`config.mk`:
```
export PLATFORM = sky130hd
export DESIGN_NAME = qoa_mc_lms_decoder
export DESIGN_NICKNAME = d
export VERILOG_FILES = /design/src/rtl/qoa_pkg.sv /design/src/rtl/qoa_sample_fifo.sv /design/src/rtl/qoa_mc_lms_decoder.sv
export SDC_FILE = /design/constraint.sdc
export NUM_CORES = 2
export LEC_CHECK = 0
export BUFFER_PORTS_ARGS = -buffer_cell sky130_fd_sc_hd__buf_4
export CAP_MARGIN = 40
export CORE_UTILIZATION = 40
export CTS_CLUSTER_DIAMETER = 60
export DETAILED_ROUTE_END_ITERATION = 7
export GPL_ROUTABILITY_DRIVEN = 1
export PLACE_DENSITY = 0.54
export REMOVE_ABC_BUFFERS = 1
export SLEW_MARGIN = 20
export SYNTH_ARGS = -nofsm -noshare
export SYNTH_HDL_FRONTEND = slang
export SYNTH_SLANG_ARGS = --single-unit
export TNS_END_PERCENT = 1
```
`constraint.sdc`:
```
create_clock -name sys_clk -period 11.51 [get_ports sys_clk]
set_clock_uncertainty 0.1 [all_clocks]
set_input_delay 1.151 -clock sys_clk [delete_from_list [all_inputs] [get_ports sys_clk]]
set_output_delay 1.151 -clock sys_clk [all_outputs]
set_load 0.02 [all_outputs]
```
`src/rtl/qoa_pkg.sv`:
```
// rtl/qoa_pkg.sv - shared encodings, dequantisation table and clamp for the QOA LMS decoder
package qoa_pkg;

  localparam int LMS_SHIFT = 13;

  typedef enum logic [1:0] {
    OP_LOAD_HIST = 2'b00,
    OP_LOAD_WGT  = 2'b01,
    OP_DECODE    = 2'b10,
    OP_RESET_CH  = 2'b11
  } op_e;

  typedef enum logic [2:0] {
    ST_IDLE,
    ST_PAY_HI,
    ST_PAY_LO,
    ST_DEC_PAY,
    ST_MAC,
    ST_UPDATE
  } state_e;

  function automatic logic [11:0] sf_tab(input logic [3:0] sf);
    case (sf)
      4'd0:    return 12'd1;
      4'd1:    return 12'd7;
      4'd2:    return 12'd21;
      4'd3:    return 12'd45;
      4'd4:    return 12'd84;
      4'd5:    return 12'd138;
      4'd6:    return 12'd211;
      4'd7:    return 12'd304;
      4'd8:    return 12'd421;
      4'd9:    return 12'd562;
      4'd10:   return 12'd731;
      4'd11:   return 12'd928;
      4'd12:   return 12'd1157;
      4'd13:   return 12'd1419;
      4'd14:   return 12'd1715;
      default: return 12'd2048;
    endcase
  endfunction

  // DEQ_TAB[sf][qr]: Q magnitudes held as quarters (0.75,2.5,4.5,7 -> 3,10,18,28); +2 then >>2 rounds half away
  function automatic logic signed [15:0] deq_tab(input logic [3:0] sf, input logic [2:0] qr);
    logic [4:0]  m;
    logic [15:0] mag;
    case (qr[2:1])
      2'd0:    m = 5'd3;
      2'd1:    m = 5'd10;
      2'd2:    m = 5'd18;
      default: m = 5'd28;
    endcase
    mag = 16'((17'(sf_tab(sf)) * 17'(m) + 17'd2) >> 2);
    return qr[0] ? -$signed(mag) : $signed(mag);
  endfunction

  function automatic logic signed [15:0] clamp16(input logic signed [47:0] v);
    if (v > 48'sd32767)       return 16'sh7fff;
    else if (v < -48'sd32768) return 16'sh8000;
    else                      return v[15:0];
  endfunction

endpackage

```
`src/rtl/qoa_sample_fifo.sv`:
```
// rtl/qoa_sample_fifo.sv - decoded sample FIFO holding {ch, sample} words
module qoa_sample_fifo #(
  parameter int DEPTH = 4,
  parameter int W     = 19,
  parameter int CNT_W = $clog2(DEPTH) + 1
) (
  input  logic             clk,
  input  logic             rst_n,
  input  logic             push,
  input  logic [W-1:0]     din,
  input  logic             pop,
  output logic [W-1:0]     dout,
  output logic             valid,
  output logic [CNT_W-1:0] count
);
  localparam int AW = $clog2(DEPTH);

  logic [W-1:0]     r_mem [DEPTH];
  logic [AW-1:0]    r_wr;
  logic [AW-1:0]    r_rd;
  logic [CNT_W-1:0] r_count;
  logic             w_push;
  logic             w_pop;

  assign w_pop  = pop && (r_count != '0);
  assign w_push = push && (r_count != CNT_W'(DEPTH));

  always_ff @(posedge clk or negedge rst_n) begin
    if (!rst_n) begin
      r_wr    <= '0;
      r_rd    <= '0;
      r_count <= '0;
    end else begin
      if (w_push) r_wr <= r_wr + AW'(1);
      if (w_pop)  r_rd <= r_rd + AW'(1);
      case ({w_push, w_pop})
        2'b10:   r_count <= r_count + CNT_W'(1);
        2'b01:   r_count <= r_count - CNT_W'(1);
        default: ;
      endcase
    end
  end

  always_ff @(posedge clk) begin
    if (w_push) r_mem[r_wr] <= din;
  end

  assign valid = (r_count != '0);
  assign dout  = valid ? r_mem[r_rd] : '0;
  assign count = r_count;

endmodule

```
`src/rtl/qoa_mc_lms_decoder.sv`:
```
// rtl/qoa_mc_lms_decoder.sv - multi-channel QOA LMS decoder with shared MAC and output FIFO
module qoa_mc_lms_decoder
  import qoa_pkg::*;
#(
  parameter int NUM_CH     = 2,
  parameter int LMS_LEN    = 4,
  parameter int FIFO_DEPTH = 4,
  parameter int ACC_W      = 36
) (
  input  logic        sys_clk,
  input  logic        sys_rst_n,
  input  logic        in_valid,
  input  logic [7:0]  in_byte,
  output logic        in_ready,
  output logic        out_valid,
  input  logic        out_ready,
  output logic [15:0] out_sample,
  output logic [2:0]  out_ch,
  output logic        busy,
  output logic        err
);
  localparam int CH_W  = (NUM_CH > 1) ? $clog2(NUM_CH) : 1;
  localparam int TAP_W = (LMS_LEN > 1) ? $clog2(LMS_LEN) : 1;
  localparam int CNT_W = $clog2(FIFO_DEPTH) + 1;
  localparam logic [3:0]       NUM_CH_L  = 4'(NUM_CH);
  localparam logic [3:0]       LMS_LEN_L = 4'(LMS_LEN);
  localparam logic [TAP_W-1:0] LAST_TAP  = TAP_W'(LMS_LEN - 1);

  state_e                  r_state;
  state_e                  w_state_nxt;
  logic signed [15:0]      r_hist [NUM_CH][LMS_LEN];
  logic signed [15:0]      r_wgt  [NUM_CH][LMS_LEN];
  logic signed [ACC_W-1:0] r_acc;
  logic [TAP_W-1:0]        r_tap;
  op_e                     r_op;
  logic [TAP_W-1:0]        r_idx;
  logic [2:0]              r_ch;
  logic                    r_bad;
  logic                    r_err;
  logic [7:0]              r_hi;
  logic signed [15:0]      r_deq;

  op_e                     w_hdr_op;
  logic                    w_hdr_bad;
  logic                    w_in_ready;
  logic                    w_accept;
  logic [CH_W-1:0]         w_ci;
  logic signed [31:0]      w_prod;
  logic signed [ACC_W-1:0] w_sum;
  logic signed [15:0]      w_sample;
  logic signed [15:0]      w_delta;
  logic                    w_push;
  logic                    w_fifo_valid;
  logic [CNT_W-1:0]        w_count;
  logic [18:0]             w_fifo_dout;

  assign w_hdr_op  = op_e'(in_byte[7:6]);
  assign w_hdr_bad = ({1'b0, in_byte[2:0]} >= NUM_CH_L) ||
                     (!in_byte[7] && ({1'b0, in_byte[5:3]} >= LMS_LEN_L));
  assign w_ci      = r_ch[CH_W-1:0];
  assign w_accept  = in_valid && w_in_ready;
  assign w_prod    = r_hist[w_ci][r_tap] * r_wgt[w_ci][r_tap];
  assign w_sum     = (r_acc >>> LMS_SHIFT) + ACC_W'(r_deq);
  assign w_sample  = clamp16(48'(w_sum));
  assign w_delta   = r_deq >>> 4;
  assign w_push    = (r_state == ST_UPDATE);

  always_ff @(posedge sys_clk or negedge sys_rst_n) begin
    if (!sys_rst_n) r_state <= ST_IDLE;
    else            r_state <= w_state_nxt;
  end

  always_comb begin
    w_state_nxt = r_state;
    w_in_ready  = 1'b0;
    case (r_state)
      ST_IDLE: begin
        w_in_ready = 1'b1;
        if (in_valid) begin
          case (w_hdr_op)
            OP_LOAD_HIST, OP_LOAD_WGT: w_state_nxt = ST_PAY_HI;
            OP_DECODE:                 w_state_nxt = ST_DEC_PAY;
            default:                   w_state_nxt = ST_IDLE;
          endcase
        end
      end
      ST_PAY_HI: begin
        w_in_ready = 1'b1;
        if (in_valid) w_state_nxt = ST_PAY_LO;
      end
      ST_PAY_LO: begin
        w_in_ready = 1'b1;
        if (in_valid) w_state_nxt = ST_IDLE;
      end
      // a pop in this same cycle is deliberately not credited as free space
      ST_DEC_PAY: begin
        w_in_ready = (w_count < CNT_W'(FIFO_DEPTH));
        if (in_valid && w_in_ready) w_state_nxt = r_bad ? ST_IDLE : ST_MAC;
      end
      ST_MAC:    if (r_tap == LAST_TAP) w_state_nxt = ST_UPDATE;
      ST_UPDATE: w_state_nxt = ST_IDLE;
      default:   w_state_nxt = ST_IDLE;
    endcase
  end

  always_ff @(posedge sys_clk or negedge sys_rst_n) begin
    if (!sys_rst_n) begin
      for (int c = 0; c < NUM_CH; c++) begin
        for (int t = 0; t < LMS_LEN; t++) begin
          r_hist[c][t] <= '0;
          r_wgt[c][t]  <= '0;
        end
      end
      r_acc <= '0;
      r_tap <= '0;
      r_op  <= OP_LOAD_HIST;
      r_idx <= '0;
      r_ch  <= '0;
      r_bad <= 1'b0;
      r_err <= 1'b0;
      r_hi  <= '0;
      r_deq <= '0;
    end else begin
      r_err <= 1'b0;
      case (r_state)
        ST_IDLE: if (in_valid) begin
          r_op  <= w_hdr_op;
          r_idx <= in_byte[3 +: TAP_W];
          r_ch  <= in_byte[2:0];
          r_bad <= w_hdr_bad;
          if (w_hdr_op == OP_RESET_CH) begin
            if (w_hdr_bad) r_err <= 1'b1;
            else begin
              for (int t = 0; t < LMS_LEN; t++) begin
                r_hist[in_byte[CH_W-1:0]][t] <= '0;
                r_wgt[in_byte[CH_W-1:0]][t]  <= '0;
              end
            end
          end
        end
        ST_PAY_HI: if (in_valid) r_hi <= in_byte;
        ST_PAY_LO: if (in_valid) begin
          if (r_bad)                      r_err <= 1'b1;
          else if (r_op == OP_LOAD_HIST)  r_hist[w_ci][r_idx] <= {r_hi, in_byte};
          else                            r_wgt[w_ci][r_idx]  <= {r_hi, in_byte};
        end
        ST_DEC_PAY: if (w_accept) begin
          r_err <= r_bad;
          r_deq <= deq_tab(in_byte[7:4], in_byte[3:1]);
          r_acc <= '0;
          r_tap <= '0;
        end
        ST_MAC: begin
          r_acc <= r_acc + ACC_W'(w_prod);
          r_tap <= r_tap + TAP_W'(1);
        end
        ST_UPDATE: begin
          for (int t = 0; t < LMS_LEN; t++)
            r_wgt[w_ci][t] <= r_wgt[w_ci][t] + (r_hist[w_ci][t][15] ? -w_delta : w_delta);
          for (int t = 0; t < LMS_LEN - 1; t++)
            r_hist[w_ci][t] <= r_hist[w_ci][t+1];
          r_hist[w_ci][LMS_LEN-1] <= w_sample;
        end
        default: ;
      endcase
    end
  end

  qoa_sample_fifo #(
    .DEPTH (FIFO_DEPTH),
    .W     (19),
    .CNT_W (CNT_W)
  ) u_fifo (
    .clk   (sys_clk),
    .rst_n (sys_rst_n),
    .push  (w_push),
    .din   ({r_ch, w_sample}),
    .pop   (out_ready),
    .dout  (w_fifo_dout),
    .valid (w_fifo_valid),
    .count (w_count)
  );

  assign in_ready   = w_in_ready;
  assign out_valid  = w_fifo_valid;
  assign out_sample = w_fifo_dout[15:0];
  assign out_ch     = w_fifo_dout[18:16];
  assign busy       = (r_state != ST_IDLE);
  assign err        = r_err;

endmodule

```
Word level (Yosys, flattened, before mapping) --
Memory sizes are Yosys's and may differ from the RTL's. Index checks and enable logic that the tools add are counted.
Operators by class: add/subtract/negate cells 14, reductions and logical operators 28, $lt $le $gt $ge 12, muxes and demuxes 92, equality and inequality tests 25, $mul 2, bitwise operators 16
Operator list (count):
- 2-to-1 mux 128 bit | 12
- bitwise mux 128 bit | 10
- bitwise AND 128 bit | 8
- case mux 128 bit (3 select lines) | 2
- demux 64 bit (select 1 bit) | 9
- 2-to-1 mux 64 bit | 9
- inverter 128 bit | 4
- 2-to-1 mux 16 bit | 14
- 2-to-1 mux 48 bit | 2
- case mux 36 bit (2 select lines) | 1
- adder 16 bit | 4
- binary-select mux 16 bit (select 2 bit) | 2
- 2-to-1 mux 32 bit | 2
- adder 36 x 32 -> 36 bit | 1
- 2-to-1 mux 36 bit | 1
- demux 16 bit (select 2 bit) | 1
- multiplier 16 x 16 -> 32 bit | 1
- adder 23 x 16 -> 24 bit | 1
- > comparator 24 x 16 -> 1 bit (second input constant) | 1
- less-than comparator 24 x 16 -> 1 bit (second input constant) | 1
- 2-to-1 mux 12 bit | 2
- != test 2 bit (second input constant) | 11
- 2-to-1 mux 19 bit | 1
- 2-to-1 mux 3 bit | 6
- 42 further kinds | 83
Storage, ports and cells: register bits after elaboration 337, memory bits (writable) 76, bits in read-only memories 192, word-level logic and storage cells 220, input bits 12, output and inout bits 23, memories kept 2
Memories:
- (no name shown) | words 16, width 12, read ports 1, clocked after memory_dff 0, wr ports 0, line qoa_pkg.sv:23 | case (sf)
- u_fifo.r_mem | words 4, width 19, read ports 1, clocked after memory_dff 0, wr ports 1, line qoa_sample_fifo.sv:18 | logic [W-1:0] r_mem [DEPTH];

Longest topological paths before layout --
depth after elaboration 14, gate-level depth with buffers 32, depth with buffers taken out 28

By module --
Synthesis repeated with hierarchy kept, for this count alone.
Unflattened totals: cell total of the unflattened synthesis 4374, area total of the unflattened synthesis 39710.6 µm²
Modules (own cells, without submodules):
- qoa_mc_lms_decoder | cells each 4217, area an instance 36427.4 µm², times used 1
- qoa_sample_fifo | cells each 157, area an instance 3283.1 µm², times used 1

Worst setup path after synthesis --
No wires, ideal clock.
path type reg-to-reg, start register r_ch[0], end register r_acc[31], setup slack 2.979 ns, clock period less this slack 8.531 ns, library setup time 0.133 ns, arrival 8.297 ns, data required time 11.277 ns, cell stages (with the launch flop) 32, path through dfrtp_1 buf_2 buf_2 buf_1 clkbuf_1 mux2_2 mux2i_1 nor2_1 a21oi_1 clkbuf_1 nor2_1 fa_1 fa_1 inv_1 fa_1 inv_1 fa_1 fa_1 inv_1 fa_1 inv_1 ha_1 a21o_1 a21o_1 a2111oi_0 o211ai_1 nor4b_1 nor2_1 a21o_1 a31oi_1 xor2_1 o21ai_0
Between the ends: cells in the longest elaborated chain, start to end 10, elaborated cells between the ends (all ways) 16
RTL lines:
- start: declaration | line qoa_mc_lms_decoder.sv:37 | logic [2:0] r_ch;
- start signal: assignment | line qoa_mc_lms_decoder.sv:129 | r_ch <= in_byte[2:0];
- inverter 1 -> 2 bit (not written as such) * | line qoa_mc_lms_decoder.sv:62 | assign w_prod = r_hist[w_ci][r_tap] * r_wgt[w_ci][r_tap];
- 2-to-1 mux 64 bit (on tied branches) (3 in series)
- binary-select mux 16 bit (select 2 bit) | line qoa_mc_lms_decoder.sv:62
- 2-to-1 mux 16 bit (not written as such) (2 in series) | line qoa_mc_lms_decoder.sv:62
- multiplier 16 x 16 -> 32 bit * | line qoa_mc_lms_decoder.sv:62
- adder 36 x 32 -> 36 bit * | line qoa_mc_lms_decoder.sv:154 | r_acc <= r_acc + ACC_W'(w_prod);
- case mux 36 bit (2 select lines) * | line qoa_mc_lms_decoder.sv:125 | case (r_state)
- end signal: assignment | line qoa_mc_lms_decoder.sv:154
- end: declaration | line qoa_mc_lms_decoder.sv:33 | logic signed [ACC_W-1:0] r_acc;
Mark *: on every way between the ends. The rest lies on a longest branch, timed or not. The select of a mux whose other input is x is not followed. A chain may end at the register's enable or synchronous reset.

Final worst setup path --
Ends and elaborated chain as after synthesis.

==> impl_metrics.tcl <==
set metrics [dict create \
    synth.area.top_cells "dfrtp_1, fa_1, ha_1" \
    rsz0062_at_grt "no" \
    finalHoldViolCount 0 \
    synthMuxAreaShare_pct 7.880 \
    cp-start-kind "flip-flop" \
    regArea_um2 10720 \
    synthSimpleGateAreaFrac_pct 12.82 \
    track_usage_pct 28.75 \
    finalSetupViolations 0 \
    critPathBufInv 8 \
    async_flop_share_pct 81.60 \
    ys_ff_latch 413 \
    hold_path_class "in2async" \
    yosysTopAreaCellShare_pct 21.34 \
    die_h_um 316.3 \
    multi_input_area_um2 26170 \
    area_growth_pct 10.23 \
    vias 33167 \
    clockBufferDepth 3 \
    antenna_found_initial 3 \
    period_share_pct 81.35 \
    critical_path_required_ns 11.91 \
    worstPathArrival_ns 9.76 \
    status "finished, final reports clean" \
    dp_slack_ns 1.884 \
    clock_latency_ns 0.67 \
    drt-initial-drc-count 3609 \
    max_freq_ghz 0.1068 \
    grt_pass1_vias 33078 \
    gr-total-overflow 0 \
    routed_wl_um 141500 \
    dpl.hpwl_um 106400 \
    synth_compound_gate_area_share_pct 16.25 \
    wl_per_cell_um 25.19 \
    cts_buffers 57 \
    hold_buffers 0 \
    synth_top_family_by_area "adder cells" \
    core_um2 97280 \
    grt_first_pass_wirelength_um 214500 \
    syn_inst 4304 \
    htreeDepth 2 \
    rows 114 \
    design.die.area_um2 100100 \
    yosys.area.top_type "dfrtp_1" \
    slew_headroom_pct 35.08 \
    drive_gt1_share_pct 10.62 \
    tritoncts "yes" \
    fin_nets 4884 \
    io_buffer_count 34 \
    yosys_warnings 0 \
    fin_util_pct 44.78 \
    critPathMostFrequentCell "fa_1" \
    synth_adder_area_share_pct 25.00 \
    period_needed_ns 9.363 \
    synth_xor_area_share_pct 4.056 \
    max_stage_delay_ns 0.91 \
    postCtsSetupBuffers 0 \
    detail-route-antenna-nets 0 \
    critical_path_class "reg2reg" \
    synth_ff_type "dfrtp_1" \
    die_w_um 316.3 \
    worst_slack_ns 2.147 \
    fillers 9543 \
    worst_pin_slew_ns 0.9636 \
    rrSetupSlack_ns 2.15 \
    cts.sinks 413 \
    synth_edf_count 76 \
    synth_area_um2 39520 \
    dp.cells 5499 \
    ys_seq_area_share_pct 27.11 \
    cpLargestDelayFamily "adder cells" \
    drv_slew 0 \
    ctsResizeCount 0 \
    final-instance-count-excl-fill 5617 \
    path_clk_slew_ns 0.06 \
    finalSetupTns_ns 0 \
    yosys-top-cells-count "inv_1, nor2_1, nand2_1, fa_1, dfrtp_1" \
    grt_max_degree 155 \
    yosysUniqueCellTypes 96 \
    max_cap_violations 0 \
    cts-root-buf "clkbuf_16" \
    end_kind "flip-flop" \
    r2r-end "r_acc[31]" \
    slowest_stage "dfrtp_4" \
    viasPerCell 5.905 \
    gp_congestion 0.9297 \
    io_pins 35 \
    r2r_cells 30 \
    r2r_start "r_ch[0]" \
    syn_area_per_cell_um2 9.182 \
    drtPass1Iterations 6 \
    initial_core_util_pct 40.63 \
    worst-path-max-fanout 41 \
    drc 0 \
    yosysMostFrequentCell "inv_1" \
]
==> layout make-up <==
class / count / share of cell area (%)
Clock buffer: 66 / 3.352
Tap cell: 1276 / 3.665
Clock inverter: 40 / 0.9650
Antenna cell: 1 / 0.005744
Inverter: 501 / 4.317
Sequential cell: 413 / 24.62
Timing Repair Buffer: 146 / 2.998
Multi-Input combinational cell: 3174 / 60.08
==> worst max path at each step <==
stage               startpoint        end  slack, ns  depth (start not counted)
floorplan              r_ch[0]  r_acc[31]      -0.26                         26
global placement       r_ch[0]  r_acc[31]       2.13                         29
detailed placement     r_ch[0]  r_acc[31]       1.88                         29
CTS                    r_ch[0]  r_acc[31]       1.86                         29
global route           r_ch[0]  r_acc[31]       1.69                         30
finish                 r_ch[0]  r_acc[31]       2.15                         30
==> routing by layer <==
metal / part of all wire (%) / wire length, um / up-vias / track usage (%)
met2: 44 / 62220 / 1565 / 44.23
met1: 42 / 59990 / 16613 / 39.69
li1: - / - / 14684 / -
met3: 9.2 / 13050 / 305 / 5.952
met5: 0 / 0 / - / 0
met4: 4.4 / 6244 / 0 / 11.16
==> state kept, by name, summed over array words and instances, names as in the netlist, 3 cells and up <==
register / cells
r_hist: 128
r_state: 3
u_fifo.r_mem: 76
r_acc: 36
r_hi: 8
u_fifo.count: 3
r_deq: 16
r_ch: 3
r_wgt: 128
==> layout by cell type, fill, tap and decap left out, types with 18 or more instances in the layout <==
cell type and count:
nand2b_1 26, buf_4 113, inv_1 499, a21oi_1 271
o221ai_1 19, nor2_1 432, a21o_1 49, fa_1 351
mux4_2 59, and3_1 25, mux2_2 99, a22oi_1 48
and2_1 48, o22ai_1 72, dfrtp_1 334, buf_8 18
nand2_1 428, clkbuf_16 57, xor2_1 98, xnor2_1 85
a221o_1 26, a22o_1 23, nor3_1 48, nand3_1 50
edfxtp_1 76, mux2i_1 64, ha_1 228, o21a_1 28
o21ai_0 307
==> stage by stage <==
| step | cell area [um2] | hold slack (ns) |
|---|---|---|
| 2_1_floorplan | 38690 | 0.3439 |
| 3_3_place_gp | 41180 | 0.3617 |
| 5_1_grt | 43560 | 0.4023 |
| 6_report | 43560 | 0.3467 |
| 3_5_place_dp | 41560 | 0.3677 |
| 4_1_cts | 43440 | 0.3786 |
==> kinds of logic (layout without fill, tap and decap cells) <==
logic type	after synthesis	count (layout)
AO/OA/AOI/OAI	1023	1023
XOR/XNOR	183	183
adder cells (fa/ha/maj)	579	579
buffers and inverters	717	753
flip-flops	413	413
multiplexers	225	225
other	1	2
AND/OR/NAND/NOR	1163	1163
Power is left out: the tool's default activity adds up to more than one toggle a clock period on the data nets, which glitch-free logic cannot reach.
